### src/rtl/mem_stage_pkg.sv
// Shared types and constants for the MEM pipeline stage and its data-memory handshake.
package mem_stage_pkg;

    localparam int DATA_W_DEF = 64;
    localparam int REG_W_DEF  = 5;

    // Low address bits that must be zero for a doubleword access.
    localparam logic [2:0] ALIGN_MASK = 3'b111;

    typedef enum logic {
        IDLE = 1'b0,
        WAIT = 1'b1
    } state_e;

    typedef struct packed {
        logic [REG_W_DEF-1:0]  rd;
        logic [DATA_W_DEF-1:0] result;
        logic [DATA_W_DEF-1:0] store_data;
        logic                  mem_read;
        logic                  mem_write;
        logic                  mem_to_reg;
        logic                  reg_write;
    } ex_mem_t;

endpackage

### src/rtl/dmem_handshake.sv
// Data-memory request/ack handshake: holds one outstanding request and aborts it
// if no ack arrives within TIMEOUT cycles.
//
//   state | meaning
//   IDLE  | no request outstanding; start launches one
//   WAIT  | MemReq held stable until ack or timeout abort
module dmem_handshake
    import mem_stage_pkg::*;
#(
    parameter int DATA_W  = DATA_W_DEF,
    parameter int TIMEOUT = 16
) (
    input  logic              clk,
    input  logic              rst_n,
    input  logic              start,
    input  logic              we,
    input  logic [DATA_W-1:0] addr,
    input  logic [DATA_W-1:0] wdata,
    input  logic              mem_ack,
    input  logic [DATA_W-1:0] mem_rdata,
    output logic              mem_req,
    output logic              mem_we,
    output logic [DATA_W-1:0] mem_addr,
    output logic [DATA_W-1:0] mem_wdata,
    output logic              busy,
    output logic              done,
    output logic              aborted,
    output logic [DATA_W-1:0] rdata
);

    localparam int               CNT_W    = $clog2(TIMEOUT);
    localparam logic [CNT_W-1:0] CNT_LAST = CNT_W'(TIMEOUT - 1);

    state_e              state_q, state_d;
    logic [CNT_W-1:0]    cnt_q, cnt_d;
    logic                req_q, req_d;
    logic                we_q, we_d;
    logic [DATA_W-1:0]   addr_q, addr_d;
    logic [DATA_W-1:0]   wdata_q, wdata_d;

    always_ff @(posedge clk or negedge rst_n) begin
        if (!rst_n) begin
            state_q <= IDLE;
            cnt_q   <= '0;
            req_q   <= 1'b0;
            we_q    <= 1'b0;
            addr_q  <= '0;
            wdata_q <= '0;
        end else begin
            state_q <= state_d;
            cnt_q   <= cnt_d;
            req_q   <= req_d;
            we_q    <= we_d;
            addr_q  <= addr_d;
            wdata_q <= wdata_d;
        end
    end

    always_comb begin
        state_d = state_q;
        cnt_d   = cnt_q;
        req_d   = req_q;
        we_d    = we_q;
        addr_d  = addr_q;
        wdata_d = wdata_q;
        case (state_q)
            IDLE: begin
                if (start) begin
                    state_d = WAIT;
                    cnt_d   = '0;
                    req_d   = 1'b1;
                    we_d    = we;
                    addr_d  = addr;
                    wdata_d = wdata;
                end
            end
            WAIT: begin
                // An ack on the final counted cycle still completes normally.
                if (mem_ack || cnt_q == CNT_LAST) begin
                    state_d = IDLE;
                    req_d   = 1'b0;
                end else begin
                    cnt_d = cnt_q + CNT_W'(1);
                end
            end
        endcase
    end

    always_comb begin
        busy    = (state_q == WAIT);
        done    = (state_q == WAIT) && mem_ack;
        aborted = (state_q == WAIT) && !mem_ack && (cnt_q == CNT_LAST);
    end

    assign mem_req   = req_q;
    assign mem_we    = we_q;
    assign mem_addr  = addr_q;
    assign mem_wdata = wdata_q;
    assign rdata     = mem_rdata;

endmodule

### src/rtl/mem_access_stage.sv
// MEM pipeline stage: doubleword load/store through dmem_handshake and the MEM/WB
// register feeding write-back.
module mem_access_stage
    import mem_stage_pkg::*;
#(
    parameter int DATA_W  = DATA_W_DEF,
    parameter int REG_W   = REG_W_DEF,
    parameter int TIMEOUT = 16
) (
    input  logic              clk,
    input  logic              rst_n,
    input  logic              InValid,
    input  logic [REG_W-1:0]  InReg,
    input  logic [DATA_W-1:0] InResult,
    input  logic [DATA_W-1:0] InStoreData,
    input  logic              InMemRead,
    input  logic              InMemWrite,
    input  logic              InMemToReg,
    input  logic              InRegWrite,
    input  logic              Flush,
    output logic              Stall,
    output logic              MemReq,
    output logic              MemWe,
    output logic [DATA_W-1:0] MemAddr,
    output logic [DATA_W-1:0] MemWData,
    input  logic              MemAck,
    input  logic [DATA_W-1:0] MemRData,
    output logic [REG_W-1:0]  Reg,
    output logic [DATA_W-1:0] LoadedData,
    output logic [DATA_W-1:0] Results,
    output logic              MemToReg,
    output logic              RegWrite,
    output logic              MisalignFault,
    output logic              BusError
);

    ex_mem_t           in_b;
    logic              busy, done, aborted, start;
    logic              is_mem, misaligned, accept;
    logic [DATA_W-1:0] rdata;

    logic [REG_W-1:0]  reg_q, reg_d;
    logic [DATA_W-1:0] loaded_q, loaded_d;
    logic [DATA_W-1:0] results_q, results_d;
    logic              m2r_q, m2r_d;
    logic              rw_q, rw_d;
    logic              mis_q, mis_d;
    logic              berr_q, berr_d;

    logic [REG_W-1:0]  pend_rd_q, pend_rd_d;
    logic [DATA_W-1:0] pend_res_q, pend_res_d;
    logic              pend_load_q, pend_load_d;
    logic              pend_m2r_q, pend_m2r_d;
    logic              pend_rw_q, pend_rw_d;
    logic              squash_q, squash_d;

    always_comb begin
        in_b.rd         = InReg;
        in_b.result     = InResult;
        in_b.store_data = InStoreData;
        in_b.mem_read   = InMemRead;
        in_b.mem_write  = InMemWrite;
        in_b.mem_to_reg = InMemToReg;
        in_b.reg_write  = InRegWrite;
    end

    assign is_mem     = in_b.mem_read || in_b.mem_write;
    assign misaligned = |(in_b.result[2:0] & ALIGN_MASK);
    assign accept     = !busy && InValid && !Flush;
    assign start      = accept && is_mem && !misaligned;

    dmem_handshake #(
        .DATA_W  (DATA_W),
        .TIMEOUT (TIMEOUT)
    ) u_hs (
        .clk       (clk),
        .rst_n     (rst_n),
        .start     (start),
        .we        (in_b.mem_write),
        .addr      (in_b.result),
        .wdata     (in_b.store_data),
        .mem_ack   (MemAck),
        .mem_rdata (MemRData),
        .mem_req   (MemReq),
        .mem_we    (MemWe),
        .mem_addr  (MemAddr),
        .mem_wdata (MemWData),
        .busy      (busy),
        .done      (done),
        .aborted   (aborted),
        .rdata     (rdata)
    );

    always_comb begin
        reg_d       = reg_q;
        loaded_d    = loaded_q;
        results_d   = results_q;
        m2r_d       = m2r_q;
        rw_d        = 1'b0;
        mis_d       = 1'b0;
        berr_d      = 1'b0;
        pend_rd_d   = pend_rd_q;
        pend_res_d  = pend_res_q;
        pend_load_d = pend_load_q;
        pend_m2r_d  = pend_m2r_q;
        pend_rw_d   = pend_rw_q;
        squash_d    = squash_q;
        if (!busy) begin
            squash_d = 1'b0;
            if (accept) begin
                if (!is_mem) begin
                    reg_d     = in_b.rd;
                    results_d = in_b.result;
                    m2r_d     = in_b.mem_to_reg;
                    rw_d      = in_b.reg_write;
                end else if (misaligned) begin
                    mis_d = 1'b1;
                end else begin
                    pend_rd_d   = in_b.rd;
                    pend_res_d  = in_b.result;
                    pend_load_d = in_b.mem_read && !in_b.mem_write;
                    pend_m2r_d  = in_b.mem_to_reg;
                    pend_rw_d   = in_b.reg_write;
                end
            end
        end else begin
            if (Flush) begin
                squash_d = 1'b1;
            end
            // A squashed transaction still completes on the bus but retires as a bubble.
            if (done) begin
                squash_d = 1'b0;
                if (!(squash_q || Flush)) begin
                    reg_d     = pend_rd_q;
                    results_d = pend_res_q;
                    m2r_d     = pend_m2r_q;
                    rw_d      = pend_rw_q;
                    if (pend_load_q) begin
                        loaded_d = rdata;
                    end
                end
            end else if (aborted) begin
                squash_d = 1'b0;
                berr_d   = 1'b1;
            end
        end
    end

    always_ff @(posedge clk or negedge rst_n) begin
        if (!rst_n) begin
            reg_q       <= '0;
            loaded_q    <= '0;
            results_q   <= '0;
            m2r_q       <= 1'b0;
            rw_q        <= 1'b0;
            mis_q       <= 1'b0;
            berr_q      <= 1'b0;
            pend_rd_q   <= '0;
            pend_res_q  <= '0;
            pend_load_q <= 1'b0;
            pend_m2r_q  <= 1'b0;
            pend_rw_q   <= 1'b0;
            squash_q    <= 1'b0;
        end else begin
            reg_q       <= reg_d;
            loaded_q    <= loaded_d;
            results_q   <= results_d;
            m2r_q       <= m2r_d;
            rw_q        <= rw_d;
            mis_q       <= mis_d;
            berr_q      <= berr_d;
            pend_rd_q   <= pend_rd_d;
            pend_res_q  <= pend_res_d;
            pend_load_q <= pend_load_d;
            pend_m2r_q  <= pend_m2r_d;
            pend_rw_q   <= pend_rw_d;
            squash_q    <= squash_d;
        end
    end

    assign Stall         = busy;
    assign Reg           = reg_q;
    assign LoadedData    = loaded_q;
    assign Results       = results_q;
    assign MemToReg      = m2r_q;
    assign RegWrite      = rw_q;
    assign MisalignFault = mis_q;
    assign BusError      = berr_q;

endmodule
### config.mk
export PLATFORM = sky130hd
export DESIGN_NAME = mem_access_stage
export DESIGN_NICKNAME = d
export VERILOG_FILES = /design/src/rtl/mem_stage_pkg.sv /design/src/rtl/dmem_handshake.sv /design/src/rtl/mem_access_stage.sv
export SDC_FILE = /design/constraint.sdc
export NUM_CORES = 1
export LEC_CHECK = 0
export ABC_CLOCK_PERIOD_IN_PS = 1700
export BUFFER_PORTS_ARGS = -buffer_cell sky130_fd_sc_hd__buf_2
export CAP_MARGIN = 0
export CORE_ASPECT_RATIO = 2
export CORE_MARGIN = 3
export CORE_UTILIZATION = 30
export DETAILED_ROUTE_END_ITERATION = 10
export GPL_ROUTABILITY_DRIVEN = 0
export HOLD_SLACK_MARGIN = 0.06
export PLACE_DENSITY = 0.51
export SYNTH_ARGS = -nofsm -noshare
export SYNTH_HDL_FRONTEND = slang
export SYNTH_SLANG_ARGS = --single-unit
export TNS_END_PERCENT = 100
### constraint.sdc
create_clock -name clk -period 1.7 [get_ports clk]
set_input_delay 0.085 -clock clk [delete_from_list [all_inputs] [get_ports clk]]
set_output_delay 0.085 -clock clk [all_outputs]
set_load 0.01 [all_outputs]
======== Word level (Yosys, flattened, before mapping) ========
Index checks and enable logic that the tools add are counted.
operators by class
  reductions and logical operators ........ 24
  add/subtract/negate cells ............... 1
  equal/unequal tests ..................... 8
  bitwise gates (word level) .............. 3
  multiplexer cells ....................... 40
operator list
  operator               count
  $mux W64               5
  $mux W1                25
  $mux W5                5
  $reduce_and A4 Y1      3
  $ne A2 B2 Y1 const B   5
  $logic_and A1 B1 Y1    8
  $mux W4                2
  $pmux W4 S2            1
  $reduce_and A2 Y1      3
  $logic_not A1 Y1       5
  $add A4 B1 Y4 const B  1
  $eq A4 B4 Y1 const B   1
  $ne A4 B4 Y1 const B   1
  $pmux W1 S2            2
  $logic_or A1 B1 Y1     3
  $not A1 Y1             3
  $reduce_or A3 Y1       1
  $ne A2 B1 Y1 const B   1
  $reduce_bool A2 Y1     1
storage, ports and cells
  output and inout bits ................... 268
  bits in registers ....................... 345
  logic and storage cells ................. 95

======== Longest topological paths before layout ========
Gate-level depths: netlist of run 1.
  word-level depth ........................ 7
  gate-level depth with buffers ........... 8

======== Cells and area by module ========
Synthesis of run 1 repeated with hierarchy kept, for this count alone.
second synthesis, totals
  cell total of the unflattened synthesis .. 900
  area, all modules ....................... 15255.9 um^2
modules (own cells, without submodules)
  module            area each (um^2)  cells each  instances  seq. area each (um^2)
  mem_access_stage  9208.8            530         1          5255.0
  dmem_handshake    6047.0            370         1          3378.2

======== Worst setup path after synthesis of run 1 ========
OpenSTA, ideal clock, no wires.
  kind .................................... flip-flop to flip-flop
  start ................................... reg u_hs.state_q, in the netlist u_hs.busy
  end ..................................... reg loaded_q[10], in the netlist LoadedData[10]
  setup time .............................. 0.125 ns
  buffers on the path ..................... 2
  period minus slack after synthesis ...... 1.683 ns
  cell stages (with the launch flop) ...... 6
  data required time ...................... 1.575 ns
  arrival time ............................ 1.559 ns
  setup slack ............................. 0.017 ns
  cell sequence ........................... dfrtp_1 > buf_6 > and4bb_2 > nand2_1 > buf_2 > mux2_2
on the way
  word-level cells in the longest chain between the ends .. 2
ends and longest elaborated chain
  what                           RTL line                 text
  start, declared                dmem_handshake.sv:34     state_e state_q, state_d;
  start signal, assigned         dmem_handshake.sv:50     state_q <= state_d;
  $logic_and A1 B1 Y1            dmem_handshake.sv:91     done = (state_q == WAIT) && mem_ack;
  $reduce_and A4 Y1 (no line) *  -
  end signal, assigned           mem_access_stage.sv:166  loaded_q <= loaded_d;
  end, declared                  mem_access_stage.sv:43   logic [DATA_W-1:0] loaded_q, loaded_d;
Mark *: on every way between the ends. The rest lies on a longest branch, timed or not.
A chain may end at the register's enable or synchronous reset.

======== Worst setup path after layout of run 1 ========
  start ................................... reg u_hs.state_q, in the netlist u_hs.busy
  end ..................................... reg u_hs.wdata_q[50], in the netlist u_hs.mem_wdata[50]
on the way
  word-level cells in the longest chain between the ends .. 6
  elaborated cells on any way between the ends .. 7
  classes of those cells .................. bitwise (1); reduce/logical (6)
ends and longest elaborated chain
  what                               RTL line                text
  $logic_not A1 Y1                   -
  $logic_and A1 B1 Y1 (2 in series)  mem_access_stage.sv:69  assign accept = !busy && InValid && !Flush;
  $logic_and A1 B1 Y1 (2 in series)  mem_access_stage.sv:70  assign start = accept && is_mem && !misaligned;
  $reduce_and A2 Y1 (no line) *      -
  end signal, assigned               dmem_handshake.sv:55    wdata_q <= wdata_d;
  end, declared                      dmem_handshake.sv:39    logic [DATA_W-1:0] wdata_q, wdata_d;
Marks and branches as above.

==> impl_metrics.env, run 1 <==
export IMPL_status="finished clean"
export IMPL_post_synth_top_count_cell="nand2_1"
export IMPL_path_clk_slew_ns=0.07
export IMPL_crit_top_cell="nand2_1"
export IMPL_via_per_inst=4.45
export IMPL_track_usage_pct=17.3
export IMPL_initial_utilization_pct=30.4
export IMPL_post_route_util_pct=46.2
export IMPL_wire_per_inst_um=17.4
export IMPL_rsz0062_at_grt="true"
export IMPL_startpoint_type="flip-flop"
export IMPL_finalSetupViolCount=0
export IMPL_wl_um=43900
export IMPL_clk_latency_ns=0.52
export IMPL_path_cells="nor3b_4 > buf_6 > and3_4 > buf_4 > clkbuf_16 > nand2_1 > nand2_1"
export IMPL_ir_drop_v=0.000903
export IMPL_synth_ff_type="dfrtp_1"
export IMPL_io_pins=474
export IMPL_grt_pass1_vias=11700
export IMPL_async_flop_share_pct=100
export IMPL_slew_viol_final=0
export IMPL_dp_hpwl_um=28800
export IMPL_cts_tree="yes"
export IMPL_grt_pass1_wl_um=64500
export IMPL_cp_arrival_ns=2.13
export IMPL_max_slew_margin_pct=67.5
export IMPL_final_antenna_net_count=0
export IMPL_p_per_area_nw_per_um2=1140
export IMPL_drtIter0Drc=406
export IMPL_finalClockSkew_ns=0.0154
export IMPL_ctsRootBufferMaster="clkbuf_16"
export IMPL_slowest_stage="dfrtp_4"
export IMPL_hold_path_class="input pin to async pin"
export IMPL_cp_data_required_time_ns=2.15
export IMPL_min_period_ns=1.68
export IMPL_tightestPinTransition_ns=0.487
export IMPL_crit_path_max_fanout=15
export IMPL_overflow=0
export IMPL_grt_max_degree=70
export IMPL_ys_types=29
export IMPL_synth_area_top_cells="dfrtp_1 65%, nand2_1 17%, mux2_2 5.4%"
export IMPL_reg2reg_slack_ns=0.02
export IMPL_setup_tns_ns=0
export IMPL_vias=11300
export IMPL_avgSynthCellArea_um2=10.5
export IMPL_final_period_utilization_pct=99.1
export IMPL_cts_sinks=345
export IMPL_ys_ff_latch=345
export IMPL_finalHoldViolations=0
export IMPL_critical_path_class="flip-flop to flip-flop"
export IMPL_yosysTopAreaCell="dfrtp_1"
export IMPL_worst_path_largest_cell_delay_ns=0.51
export IMPL_syn_cell_area_um2=13200
export IMPL_synth_seq_area_share_pct=65.2
export IMPL_first_pass_iters=6
export IMPL_max_cap_violations=0
export IMPL_p_leak_nw=11.0
export IMPL_core_area_um2=43500
export IMPL_fp_dieW_um=155
export IMPL_synth_top_cells_by_count="602 x nand2_1, 345 x dfrtp_1, 73 x o21ai_0"
export IMPL_final_nets=2164
export IMPL_yosysWarnings=0
export IMPL_die_h_um=303
export IMPL_ctsLongestPathBuffers=3
export IMPL_antenna_found_initial=2
export IMPL_io_buffer_count=473
export IMPL_cts_htree_levels=2
export IMPL_synth_nets=1462
export IMPL_synth_edf_count=0
export IMPL_layout_drive_gt1_share_pct=33.4
export IMPL_synthCells=1255
export IMPL_cts_buffers=34
export IMPL_dieArea_um2=46800
export IMPL_rows=108
export IMPL_syn_to_final_growth_pct=51.8
export IMPL_synth_top_area_share_pct=65.2
export IMPL_max_freq_mhz=594
export IMPL_end_kind="flip-flop"
export IMPL_drcViolationCount=0
[through the flow]
| stage | total power [mW] | hold WS [ns] | cells | area [um2] | setup WS, ns |
|---|---|---|---|---|---|
| after floorplan | 12.4 | -0.211 | 1255 | 13200 | 0.0166 |
| after global placement | 14.7 | 0.0362 | 2255 | 16600 | 0.0226 |
| after detailed placement | 14.8 | 0.0380 | 2255 | 16600 | 0.00525 |
| after CTS | 23.3 | 0.0718 | 2518 | 19800 | -0.00419 |
| after global routing | 24.2 | 0.0786 | 2529 | 20100 | -0.0728 |
| final | 22.9 | 0.0662 | 2530 | 20100 | 0.0158 |
[where the power goes]
part / internal (mW) / switching [mW]
Sequential: 9.72 / 0.885
Clock: 4.59 / 3.27
Combinational: 2.03 / 2.39
Total: 16.3 / 6.54
[critical path: cells and delay by family (launching register included)]
kind | cells | cell delay, ns
and+or+nand+nor | 4 | 0.59
DFF | 1 | 0.51
buffers and inverters | 3 | 0.51
[cells by family after synthesis]
family | share of synthesized area (%)
AND/OR/NAND/NOR | 18.4
flip-flops | 65.2
multiplexers | 10.7
AO/OA/AOI/OAI | 3.09
buffers and inverters | 2.42
adder cells (fa/ha/maj) | 0.0945
[sequential cells by signal (all words and copies together), names as in the netlist, 4 cells and up]
register and cells:
LoadedData 64, Reg 5, Results 64, pend_rd_q 5, pend_res_q 64, u_hs.cnt_q 4, u_hs.mem_addr 64, u_hs.mem_wdata 64
[cell type report]
type	instances	area, um2
tap	550	688
inverter	1	3.75
timing repair buffer	733	5280
fill	4063	23400
clock buffer	47	1000
clock inverter	11	144
multi-input combinational	842	4330
sequential	345	8640
antenna	1	2.50
[path summary, 6_finish.rpt]
check                                   start                  to  cells past startpoint
max                                 u_hs.busy  u_hs.mem_wdata[50]                      7
min                                     rst_n   u_hs.mem_addr[57]                      2
max reg2reg                         u_hs.busy  u_hs.mem_wdata[50]                      7
min reg2reg                u_hs.mem_wdata[33]  u_hs.mem_wdata[33]                      2
max in group asynchronous               rst_n       pend_res_q[7]                      4
min in group clk                      InValid       MisalignFault                      6
[layout by cell type, fill, tap and decap left out, drive strengths merged, types with 5 or more instances in the layout]
| cell type | count |
|---|---|
| nand2 | 602 |
| buf | 523 |
| dfrtp | 345 |
| dlygate4sd3 | 204 |
| o21ai | 73 |
| mux2i | 70 |
| mux2 | 64 |
| clkbuf | 52 |
| and2 | 6 |
| nor2 | 5 |
| nand3 | 5 |
| clkinv | 5 |
[layer usage]
metal	global-route usage [%]	wire length, um	up-vias
li1	-	-	5399
met1	18.6	15700	5404
met2	33.0	24000	377
met3	3.30	2550	72
met4	6.78	1640	2
met5	0	13	-
[repair_timing]
action	4_1_cts	5_1_grt
endpoints found under the setup margin	19	274
resized for setup	3	12
pin swaps	1	1
endpoints found under the hold margin	624	0
buffers inserted	0	4
gates cloned	1	7
hold buffers	204	0
No activity file was read; power rests on OpenSTA's default activity.
==> inputs of run 2 (changes only) <==
--- a/config.mk
+++ b/config.mk
@@ -8,13 +8,12 @@
 export ABC_CLOCK_PERIOD_IN_PS = 1700
 export BUFFER_PORTS_ARGS = -buffer_cell sky130_fd_sc_hd__buf_2
 export CAP_MARGIN = 0
-export CORE_ASPECT_RATIO = 2
-export CORE_MARGIN = 3
-export CORE_UTILIZATION = 30
+export CORE_AREA = 3 3 185 187
 export DETAILED_ROUTE_END_ITERATION = 10
+export DIE_AREA = 0 0 188 190
 export GPL_ROUTABILITY_DRIVEN = 0
 export HOLD_SLACK_MARGIN = 0.06
-export PLACE_DENSITY = 0.51
+export PLACE_DENSITY = 0.65
 export SYNTH_ARGS = -nofsm -noshare
 export SYNTH_HDL_FRONTEND = slang
 export SYNTH_SLANG_ARGS = --single-unit
==> run 2 against run 1 <==
Effect of this change:
- final cell count decreased by 4.4%
- fmax rose by 0.50%
- clock skew down 0.0051 ns
- largest power group unchanged
- clock-buffer cell count is 9 higher
- sequential power hardly changed
- sequential share of layout area grew 0.64 points
- die area is 24% lower
- critical path depth down 1
- critical path type unchanged
- non-clock buffer count shrank 9
==> impl_metrics.env, run 2 (synthesized netlist as in run 1, its figures left out) <==
export IMPL_die_h_um=190
export IMPL_max_freq_mhz=597
export IMPL_rows=66
export IMPL_clk_latency_ns=0.51
export IMPL_io_buffer_count=473
export IMPL_drtIter0Drc=547
export IMPL_core_area_um2=32600
export IMPL_register_area_um2=8640
export IMPL_final_antenna_net_count=0
export IMPL_drcViolationCount=0
export IMPL_grt_pass1_wl_um=63900
export IMPL_antenna_found_initial=4
export IMPL_cts_tree="yes"
export IMPL_worstReg2RegStart="u_hs.busy"
export IMPL_reg2reg_to="u_hs.mem_wdata[27]"
export IMPL_io_pins=474
export IMPL_finalSetupViolCount=0
export IMPL_final_common_cell="nand2_1"
export IMPL_final_nets=2159
export IMPL_cp_arrival_ns=2.12
export IMPL_setup_tns_ns=0
export IMPL_p_leak_nw=10.9
export IMPL_via_per_inst=4.72
export IMPL_cp_data_required_time_ns=2.14
export IMPL_reg2reg_slack_ns=0.02
export IMPL_dp_hpwl_um=26500
export IMPL_layout_drive_gt1_share_pct=32.9
export IMPL_syn_to_final_growth_pct=49.6
export IMPL_wire_per_inst_um=16.8
export IMPL_multi_input_area_um2=4320
export IMPL_rsz0062_at_grt="true"
export IMPL_max_slew_margin_pct=63.9
export IMPL_finalHoldViolations=0
export IMPL_slew_viol_final=0
export IMPL_ctsRootBufferMaster="clkbuf_16"
export IMPL_max_cap_violations=0
export IMPL_fillCellCount=2637
export IMPL_min_period_ns=1.68
export IMPL_setup_ws_ns=0.0242
export IMPL_critical_path_class="flip-flop to flip-flop"
export IMPL_first_pass_iters=5
export IMPL_startpoint_type="flip-flop"
export IMPL_dieArea_um2=35700
export IMPL_tightestPinTransition_ns=0.541
export IMPL_hold_path_class="input pin to async pin"
export IMPL_final_cell_mix="598 x nand2_1, 472 x buf_2, 344 x dfrtp_1"
export IMPL_crit_path_max_fanout=55
export IMPL_ctsLongestPathBuffers=3
export IMPL_initial_utilization_pct=40.6
export IMPL_end_kind="flip-flop"
export IMPL_grt_pass1_vias=11800
export IMPL_wl_um=40600
export IMPL_fp_dieW_um=188
export IMPL_overflow=0
export IMPL_ff2ff_path_depth=6
export IMPL_p_per_area_nw_per_um2=1160
export IMPL_track_usage_pct=22.2
export IMPL_grt_max_degree=106
export IMPL_vias=11400
export IMPL_cts_buffers=38
export IMPL_path_clk_slew_ns=0.06
export IMPL_ir_drop_v=0.000719
export IMPL_cts_htree_levels=2
export IMPL_status="finished clean"
export IMPL_post_place_ws_ns=-0.0440
export IMPL_power_total_mw=22.9
export IMPL_finalClockSkew_ns=0.0104
export IMPL_final_period_utilization_pct=98.6
export IMPL_cts_sinks=345
run 2: critical path, cell delays in order, from the launching register on:
cell,delay [ns]
dfrtp_4,0.50
nor3b_4,0.22
buf_6,0.14
and3_4,0.23
buf_16,0.25
nand2_1,0.13
nand2_1,0.08
run 2: what timing repair did:
item,CTS,global route
buffers inserted,0,5
hold buffers,204,0
gates resized for setup,2,10
cloned,1,2
pin swaps,1,1
endpoints found under the setup margin,27,112
hold endpoints to repair,679,0
run 2: where the power goes:
part | internal [mW] | switching [mW]
Clock | 4.83 | 3.14
Combinational | 1.98 | 2.40
Sequential | 9.73 | 0.852
Total | 16.6 | 6.40
run 2: layout make-up:
cell class                      instances  area share (%)
Clock inverter                          6           0.436
Sequential cell                       345            43.6
Multi-Input combinational cell        842            21.8
Inverter                                1          0.0190
Antenna cell                            3          0.0379
Clock buffer                           56            5.66
Timing Repair Buffer                  724            25.6
Tap cell                              442            2.79
run 2: stage by stage:
stage	utilization [%]	cells	cell area, um2	hold WS [ns]
after floorplan	-	1255	13200	-0.211
after global placement	50.2	2142	16400	0.0526
after detailed placement	50.2	2142	16400	0.0537
after CTS	60.3	2409	19700	0.0925
after global routing	60.7	2419	19800	0.106
final	60.7	2419	19800	0.0854
run 2: layer usage:
metal | vias to the layer above | share of wire (%) | track usage [%]
met2 | 443 | 50 | 38.2
met4 | 2 | 3.8 | 8.74
met5 | - | 0.032 | 0
li1 | 5411 | - | -
met3 | 100 | 6.6 | 5.36
met1 | 5458 | 40 | 27.0
run 2: worst max-delay path by stage:
stage / slack, ns / end / startpoint / cells after the start
2_1_floorplan: 0.02 / LoadedData[10] / u_hs.busy / 5
5_1_grt: -0.02 / u_hs.mem_wdata[20] / u_hs.busy / 7
3_3_place_gp: 0.01 / Results[11] / u_hs.busy / 6
6_report: 0.02 / u_hs.mem_wdata[27] / u_hs.busy / 6
3_5_place_dp: -0.04 / Results[32] / u_hs.busy / 6
4_1_cts: 0.0003 / LoadedData[37] / u_hs.busy / 5
==> inputs of run 3 (changes only) <==
--- a/config.mk
+++ b/config.mk
@@ -13,7 +13,7 @@
 export DIE_AREA = 0 0 188 190
 export GPL_ROUTABILITY_DRIVEN = 0
 export HOLD_SLACK_MARGIN = 0.06
-export PLACE_DENSITY = 0.65
+export PLACE_DENSITY = 0.7
 export SYNTH_ARGS = -nofsm -noshare
 export SYNTH_HDL_FRONTEND = slang
 export SYNTH_SLANG_ARGS = --single-unit
==> run 3 against run 2 <==
Effect of this change:
- the flow now finishes with violations (negative setup slack)
- clock-buffer cell count fell by 4
- combinational power grew 11%
- core utilization rose by 4.5 points
- critical path type unchanged
- critical endpoint is now u_hs.cnt_q[3]
- non-clock buffer count up 55
==> impl_metrics.env, run 3 (synthesized netlist as in run 1, its figures left out) <==
export IMPL_syn_to_final_growth_pct=60.7
export IMPL_ir_drop_v=0.000830
export IMPL_rsz0062_at_grt="true"
export IMPL_io_pins=474
export IMPL_switching_power_mw=6.98
export IMPL_final_cell_mix="525 x nand2_1, 472 x buf_2, 344 x dfrtp_1"
export IMPL_layout_drive_gt1_share_pct=39.0
export IMPL_final_common_cell="nand2_1"
export IMPL_cts_buffers=38
export IMPL_drtIter0Drc=822
export IMPL_drcViolationCount=0
export IMPL_grt_pass1_vias=12500
export IMPL_die_h_um=190
export IMPL_finalClockSkew_ns=0.0166
export IMPL_vias=12400
export IMPL_track_usage_pct=23.1
export IMPL_via_per_inst=5.01
export IMPL_tightestPinTransition_ns=0.439
export IMPL_final_period_utilization_pct=103
export IMPL_path_cells="nor3b_4 > buf_4 > a32oi_2 > or4b_1 > nand3_1"
export IMPL_max_freq_mhz=571
export IMPL_seqPwrFrac_pct=46.0
export IMPL_status="complete, but fails checks"
export IMPL_fillCellCount=2331
export IMPL_core_area_um2=32600
export IMPL_overflow=0
export IMPL_clk_latency_ns=0.52
export IMPL_switching_share_pct=29.7
export IMPL_path_clk_slew_ns=0.06
export IMPL_multi_input_area_um2=4900
export IMPL_first_pass_iters=5
export IMPL_cts_tree="yes"
export IMPL_antenna_found_initial=2
export IMPL_violations="negative setup slack"
export IMPL_dp_hpwl_um=26700
export IMPL_wl_um=51100
export IMPL_power_share_clock_pct=33.4
export IMPL_worst_path_largest_cell_delay_ns=0.54
export IMPL_end_kind="flip-flop"
export IMPL_io_buffer_count=473
export IMPL_cp_arrival_ns=2.20
export IMPL_crit_family="simple AND/OR/NAND/NOR gates"
export IMPL_max_cap_violations=0
export IMPL_p_per_area_nw_per_um2=1110
export IMPL_slew_viol_final=0
export IMPL_cts_sinks=345
export IMPL_cts_htree_levels=2
export IMPL_crit_path_max_fanout=4
export IMPL_dieArea_um2=35700
export IMPL_final_nets=2217
export IMPL_post_place_ws_ns=-0.0653
export IMPL_cp_num_buf_inv=1
export IMPL_rows=66
export IMPL_fp_dieW_um=188
export IMPL_p_leak_nw=11.6
export IMPL_final_antenna_net_count=0
export IMPL_max_slew_margin_pct=70.7
export IMPL_combPwrFrac_pct=20.7
export IMPL_worstReg2RegStart="u_hs.busy"
export IMPL_hold_path_class="input pin to async pin"
export IMPL_p_int_mw=16.5
export IMPL_ff2ff_path_depth=5
export IMPL_wire_per_inst_um=20.6
export IMPL_register_area_um2=8640
export IMPL_whs_ns=0.0782
export IMPL_startpoint_type="flip-flop"
export IMPL_initial_utilization_pct=40.6
export IMPL_grt_max_degree=112
export IMPL_finalHoldViolations=0
export IMPL_cp_data_required_time_ns=2.15
export IMPL_grt_pass1_wl_um=66600
export IMPL_setup_ws_ns=-0.0508
export IMPL_ctsRootBufferMaster="clkbuf_16"
export IMPL_finalSetupViolCount=14
export IMPL_critical_path_class="flip-flop to flip-flop"
export IMPL_ctsLongestPathBuffers=3
export IMPL_min_period_ns=1.75
export IMPL_reg2reg_slack_ns=-0.05
export IMPL_slowest_stage="or4b_1"
export IMPL_reg2reg_to="u_hs.cnt_q[3]"
[run 3: cell types whose count changed in the layout (fill, tap and decap cells not counted), sizes merged]
cell    change
clkinv      +9
buf        +40
clkbuf     +12
bufinv      -2
diode       -1
bufbuf      -1
nand3       +3
[run 3: worst max path at each step]
stage / depth (start not counted) / startpoint / slack [ns] / to
after floorplan: 5 / u_hs.busy / 0.02 / LoadedData[10]
after global placement: 5 / u_hs.busy / -0.02 / LoadedData[22]
after detailed placement: 5 / u_hs.busy / -0.07 / LoadedData[24]
after CTS: 5 / u_hs.busy / -0.03 / Results[14]
after global routing: 6 / u_hs.busy / -0.13 / u_hs.cnt_q[2]
final: 5 / u_hs.busy / -0.05 / u_hs.cnt_q[3]
[run 3: what timing repair did]
action	in CTS	in global routing
hold endpoints to repair	679	0
gates cloned	0	39
gates resized for setup	27	194
hold buffers	204	0
pin swaps	0	74
endpoints found under the setup margin	60	316
setup buffers	2	8
[run 3: per-layer routing]
metal / GRT usage [%] / wire (um) / share of wire (%) / up-vias
met2: 40.8 / 25700 / 50 / 666
met3: 5.95 / 3940 / 7.7 / 181
li1: - / - / - / 5535
met5: 0 / 0 / 0 / -
met4: 10.4 / 2440 / 4.8 / 0
met1: 26.5 / 19000 / 37 / 6049
[run 3: through the flow]
step	cells	util, %	total power, mW	setup TNS [ns]	area (um2)
global placement	2159	50.7	14.6	-0.399	16500
detailed placement	2159	50.7	14.7	-2.43	16500
global route	2479	65.2	24.6	-8.52	21300
CTS	2430	60.7	23.0	-0.266	19800
floorplan	1255	-	12.4	0	13200
finish	2479	65.2	23.5	-0.197	21300
[run 3: power by group through the flow]
stage,clock network [mW],registers (mW),logic [mW]
2_1_floorplan,0,11.1,1.27
3_3_place_gp,0,10.7,3.89
3_5_place_dp,0,10.7,4.01
4_1_cts,7.94,10.6,4.40
5_1_grt,8.34,10.9,5.33
6_report,7.85,10.8,4.86
[run 3: cell type report]
class | instances | share of cell area [%]
clock inverter | 13 | 0.335
antenna | 2 | 0.0235
sequential | 345 | 40.6
tap | 442 | 2.60
timing repair buffer | 779 | 28.2
multi-input combinational | 845 | 23.0
clock buffer | 52 | 5.19
inverter | 1 | 0.0176
